--- src/rtl/framebuffer_stream_writer.sv ---
// Streams framebuffer commit beats to memory as AXI4 INCR write bursts.
// Define FB_WRITER_4K_SPLIT_EN to keep every burst inside one 4 KiB page.
module framebuffer_stream_writer #(
  parameter int STREAM_WIDTH   = 64,
  parameter int ADDR_WIDTH     = 32,
  parameter int ID_WIDTH       = 8,
  parameter int MAX_BURST_LEN  = 16,
  parameter int BEAT_CNT_WIDTH = 20
) (
  input  logic                      aclk,
  input  logic                      reset,
  input  logic                      cmdStart,
  input  logic [ADDR_WIDTH-1:0]     cmdBaseAddr,
  input  logic [BEAT_CNT_WIDTH-1:0] cmdSizeInBeats,
  output logic                      busy,
  output logic                      done,
  output logic                      error,
  input  logic                      s_axis_tvalid,
  output logic                      s_axis_tready,
  input  logic                      s_axis_tlast,
  input  logic [STREAM_WIDTH-1:0]   s_axis_tdata,
  output logic [ID_WIDTH-1:0]       m_axi_awid,
  output logic [ADDR_WIDTH-1:0]     m_axi_awaddr,
  output logic [7:0]                m_axi_awlen,
  output logic [2:0]                m_axi_awsize,
  output logic [1:0]                m_axi_awburst,
  output logic                      m_axi_awvalid,
  input  logic                      m_axi_awready,
  output logic [STREAM_WIDTH-1:0]   m_axi_wdata,
  output logic [STREAM_WIDTH/8-1:0] m_axi_wstrb,
  output logic                      m_axi_wlast,
  output logic                      m_axi_wvalid,
  input  logic                      m_axi_wready,
  input  logic [ID_WIDTH-1:0]       m_axi_bid,
  input  logic [1:0]                m_axi_bresp,
  input  logic                      m_axi_bvalid,
  output logic                      m_axi_bready
);

  localparam int BYTES_PER_BEAT = STREAM_WIDTH / 8;
  localparam int SIZE_LOG2 = $clog2(BYTES_PER_BEAT);
  localparam logic [BEAT_CNT_WIDTH-1:0] MAX_REM =
    BEAT_CNT_WIDTH'(MAX_BURST_LEN);

  typedef enum logic [1:0] {
    IDLE,
    ADDR,
    DATA,
    DRAIN
  } state_t;

  state_t state, stateNext;

  logic [ADDR_WIDTH-1:0]     addr;
  logic [BEAT_CNT_WIDTH-1:0] remaining;
  logic [7:0]                burstLen;
  logic [7:0]                beatCnt;
  logic [3:0]                outstanding;
  logic [8:0]                burstBeats;
  logic                      awFire;
  logic                      wFire;
  logic                      bFire;
  logic                      lastBeat;
  logic                      startOk;
  logic                      unusedBid;

  assign unusedBid = ^m_axi_bid;

  always_comb begin
    burstBeats = (remaining > MAX_REM) ?
      9'(MAX_BURST_LEN) : 9'(remaining);
`ifdef FB_WRITER_4K_SPLIT_EN
    begin
      logic [12:0] toPage;
      toPage = (13'd4096 - {1'b0, addr[11:0]}) >> SIZE_LOG2;
      if (toPage < {4'd0, burstBeats})
        burstBeats = toPage[8:0];
    end
`endif
  end

  assign m_axi_awid    = '0;
  assign m_axi_awaddr  = addr;
  assign m_axi_awlen   = (state == ADDR) ?
    8'(burstBeats - 9'd1) : 8'd0;
  assign m_axi_awsize  = 3'(SIZE_LOG2);
  assign m_axi_awburst = 2'b01;
  // Stall new bursts once eight are waiting on a response.
  assign m_axi_awvalid = (state == ADDR) && !outstanding[3];

  assign m_axi_wdata   = s_axis_tdata;
  assign m_axi_wstrb   = '1;
  assign m_axi_wvalid  = (state == DATA) && s_axis_tvalid;
  assign s_axis_tready = (state == DATA) && m_axi_wready;
  assign m_axi_wlast   = (state == DATA) && (beatCnt == burstLen);
  assign m_axi_bready  = 1'b1;

  assign startOk  = (state == IDLE) && cmdStart;
  assign awFire   = m_axi_awvalid && m_axi_awready;
  assign wFire    = m_axi_wvalid && m_axi_wready;
  // Stray responses after a reset must not underflow the counter.
  assign bFire    = m_axi_bvalid && (outstanding != 4'd0);
  assign lastBeat = wFire && m_axi_wlast;

  always_ff @(posedge aclk) begin
    if (reset) state <= IDLE;
    else       state <= stateNext;
  end

  always_comb begin
    stateNext = state;
    unique case (state)
      IDLE: begin
        if (cmdStart)
          stateNext = (cmdSizeInBeats == '0) ? DRAIN : ADDR;
      end
      ADDR: begin
        if (awFire) stateNext = DATA;
      end
      DATA: begin
        if (lastBeat)
          stateNext = (remaining != '0) ? ADDR : DRAIN;
      end
      DRAIN: begin
        if (outstanding == 4'd0) stateNext = IDLE;
      end
      default: stateNext = IDLE;
    endcase
  end

  always_ff @(posedge aclk) begin
    if (reset) begin
      addr        <= '0;
      remaining   <= '0;
      burstLen    <= '0;
      beatCnt     <= '0;
      outstanding <= '0;
      busy        <= 1'b0;
      done        <= 1'b0;
      error       <= 1'b0;
    end else begin
      done <= 1'b0;
      if (startOk) begin
        addr      <= cmdBaseAddr;
        remaining <= cmdSizeInBeats;
        error     <= 1'b0;
        busy      <= 1'b1;
      end
      if (awFire) begin
        burstLen  <= 8'(burstBeats - 9'd1);
        beatCnt   <= '0;
        addr      <= addr + (ADDR_WIDTH'(burstBeats) << SIZE_LOG2);
        remaining <= remaining - BEAT_CNT_WIDTH'(burstBeats);
      end
      if (wFire) begin
        beatCnt <= beatCnt + 8'd1;
        // tlast must mark exactly the overall final beat.
        if (s_axis_tlast != (lastBeat && remaining == '0))
          error <= 1'b1;
      end
      if (bFire && m_axi_bresp != 2'b00)
        error <= 1'b1;
      unique case ({awFire, bFire})
        2'b10:   outstanding <= outstanding + 4'd1;
        2'b01:   outstanding <= outstanding - 4'd1;
        default: outstanding <= outstanding;
      endcase
      if (state == DRAIN && outstanding == 4'd0) begin
        done <= 1'b1;
        busy <= 1'b0;
      end
    end
  end

endmodule
--- config.mk ---
export PLATFORM = sky130hd
export DESIGN_NAME = framebuffer_stream_writer
export DESIGN_NICKNAME = d
export VERILOG_FILES = /design/src/rtl/framebuffer_stream_writer.sv
export SDC_FILE = /design/constraint.sdc
export NUM_CORES = 1
export LEC_CHECK = 0
export BUFFER_PORTS_ARGS = -buffer_cell sky130_fd_sc_hd__buf_4
export CORE_ASPECT_RATIO = 0.5
export CORE_MARGIN = 4
export CORE_UTILIZATION = 47
export DETAILED_ROUTE_END_ITERATION = 7
export PLACE_DENSITY = 0.81
export SYNTH_ARGS = -nofsm -noshare
export SYNTH_HDL_FRONTEND = slang
export SYNTH_SLANG_ARGS = --single-unit
--- constraint.sdc ---
create_clock -name aclk -period 4.6 [get_ports aclk]
set_input_delay 0.46 -clock aclk [delete_from_list [all_inputs] [get_ports aclk]]
set_output_delay 0.46 -clock aclk [all_outputs]
set_load 0.02 [all_outputs]
==> results by group <==
STA
  • Relative slew slack: 0.225
  • Pins Over Slew Limit: 0
  • Max Clock Freq: 248 MHz
  • Fin Clk Skew: 0.00936 ns
  • Number of hold-slack violations in the final timing report: 0
  • Sum Neg Setup Slack: 0 ns
  • Unrepaired setup endpoints after global routing: false
  • Period utilization: 0.875
  • Setup violation total in the final timing report: 0
  • Transition time of the tightest slew-check pin: around 1.2 ns
  • Min cycle time layout: 4.03 ns

Placement
  • DP Wirelength: 12000 µm
  • Routability Congestion: around 0.9
  • Input/output buffers: 108
  • Placed inst area: slightly below 6000 µm²

Setup path
  • Element type at the critical path start: flip-flop
  • Reg-to-reg critical path startpoint: remaining[13]
  • Crit Path Max Fanout: 20
  • Endpoint class of the critical path: flip-flop
  • Critical path class: reg2reg
  • Critical Path RT: approximately 5 ns
  • CP Data Arrival Time: around 4.3 ns
  • Critical Path Source: remaining[13]

Power
  • Peak ir drop on the vdd network: about 0.18 mV
  • Power density relative to cell area: 360 nW/µm²
  • Overall power: 2.21 mW
  • Leak: around 2.4 nW

Yosys
  • Flop and latch count out of synthesis: 77
  • Synthesis Warnings: 0
  • Top FF cell, synth: dfxtp_1
  • Mean Syn Cell Area: 7.84 µm²
  • Gate Count Post-Synth: 706
  • Total standard cell area after synthesis: 5530 µm²
  • Share of synthesized flip-flops with an asynchronous set or reset: 0
  • Synth unique cells: 74
  • Count of flip-flops with a built-in enable after synthesis: 0
  • Register area share after synthesis: 0.279

Layout
  • Cell area after layout: ~6100 µm²
  • Diodes inserted: 0
  • Most used cells in the layout excluding fill and tap cells: buf_4 (112), dfxtp_1 (77), nand2_1 (63), a21oi_1 (48), nor2_1 (45)
  • Synthesis-to-layout area growth: 11.0%
  • Core Util, Final: 0.546
  • Most common cell after layout, fill and taps aside: buf_4
  • Nets@finish: 878
  • Total of fill cells in the finished design: about 1000
  • Share of post-route cells with drive strength above 1: 0.205

Floorplan
  • Area of the die: 13700 µm²
  • Floorplan core area: approximately 11000 µm²
  • Number of ports placed on the die boundary: 267
  • Initial standard-cell utilization of the core: 0.492
  • Die Wd: 161 µm
  • Die extent in y: 84.7 µm
  • Placement Rows: 27

Global routing
  • Aggregate global routing overflow: 0
  • Number of global-route vias before repair: about 4900
  • Number of antenna violations at the first check in global routing: 0
  • Largest net degree at the start of global routing: 85
  • Tot GR Track Use: 0.231
  • Wire length of the first global-routing pass: 26000 µm

Clock tree
  • Clock Pin Slew Worst Setup and Hold Paths: about 0.06 ns
  • Deepest clock path buffer count: 2
  • Clock latency on the worst-skew pair: around 0.34 ns
  • Count of buffers added by post-CTS timing repair for setup: 0
  • H-tree depth: 3
  • Number of cells upsized or downsized after cts: 0
  • Clock sink total: 77
  • CTS Hold Bufs: 0
  • Clock buffers created by TritonCTS: 9
  • Root buf cell: clkbuf_16
  • Clock tree from TritonCTS: yes

Detailed routing
  • Number of nets with antenna violations after detailed routing: 0
  • Post-route DRC violation count: 0
  • Wire length reported by the detailed router: between 15000 and 20000 µm
  • Violation count after the first detailed-route iteration: roughly 400
  • Pre-antenna DRT Iters: 5
  • Count of vias placed by the detailed router: approximately 5300
  • Detail-routed net length per standard cell: 18.3 µm
  • Drt via density: about 5.9

Hold path
  • Path class of the lowest-slack min-delay path: in2reg
  • Worst min-delay path startpoint: cmdBaseAddr[0]

Run status
  • Status: finished, final reports clean

Job
  • Total of max-cap violations: 0
## final timing paths
| kind | to | cells past startpoint | slack [ns] |
|---|---|---|---|
| worst max-delay path | m_axi_awaddr[13] | 10 | 0.57 |
| worst min-delay path | m_axi_awaddr[0] | 3 | 0.36 |
| worst min register to register | m_axi_awaddr[0] | 2 | 0.46 |
| worst max register to register | m_axi_awaddr[13] | 10 | 0.57 |
## report_power, final
| group | switching, mW | internal (mW) | total, mW |
|---|---|---|---|
| Sequential | 0.0827 | 0.731 | 0.814 |
| Combinational | 0.429 | 0.278 | 0.707 |
| Clock | 0.285 | 0.406 | 0.690 |
## through the flow
stage / worst slack, ns / hold slack (ns) / instances
3_3_place_gp: 0.749 / 0.444 / 875
3_5_place_dp: 0.623 / 0.447 / 875
5_1_grt: 0.262 / 0.376 / 890
2_1_floorplan: 1.33 / 0.445 / 731
6_report: 0.573 / 0.361 / 890
4_1_cts: 0.590 / 0.361 / 890
## registers in the layout, indices dropped and copies added, names as in the netlist
signal and cells:
outstanding 4, done 1, busy 1, beatCnt 8
error 1, burstLen 8, m_axi_awaddr 32, state 2
remaining 20
## cell families (layout without fill, tap and decap cells)
family                   after synthesis  in the layout  share of synthesized area
AND/OR/NAND/NOR                      251            251                      0.237
AO/OA/AOI/OAI                        187            187                      0.231
XOR/XNOR                              25             25                     0.0396
buffers and inverters                142            142                      0.162
adder cells (fa/ha/maj)               17             17                     0.0412
multiplexers                           5              5                    0.00950
flip-flops                            77             77                      0.279
other                                  2             27                    0.00136
## Yosys cell counts (all sizes together), types with 9 or more instances
master,number,area [µm²]
a22oi,29,218
or4,10,78.8
o211ai,12,90.1
nor4,13,96.3
nand2,64,243
ha,15,188
xnor2,18,158
inv,14,52.6
o22ai,9,56.3
a31oi,17,106
nor3,22,110
nand3,28,145
clkbuf,23,87.6
buf,104,751
or3,13,82.6
a21oi,49,257
dfxtp,77,1540
nand4,10,62.6
and3,13,81.3
nor2,46,173
a211oi,15,113
o21ai,16,80.1
## critical path, cell delays in order, from the launching register on
cell and delay [ns]:
dfxtp_1 0.36, nor3_1 0.53, nand4_1 0.41, nor3_1 0.45, nand2_1 0.18, fa_1 0.43, nor2b_1 0.23, o22a_1 0.24
a211oi_2 0.26, or4b_2 0.68, a31oi_1 0.17
## area by class of cell
class	instances	area (µm²)	area share
tap	159	199	0.0324
multi-input combinational	512	3220	0.524
timing repair buffer	112	841	0.137
inverter	15	56.3	0.00917
clock inverter	3	20.0	0.00326
sequential	77	1540	0.251
clock buffer	12	267	0.0434
## per-layer routing
metal | track usage | wire, µm
met3 | 0.0667 | 1600
met1 | 0.282 | 6570
met5 | 0 | 0
met4 | 0.0534 | 221
met2 | 0.405 | 7870
(Power assumes the default switching activity.)
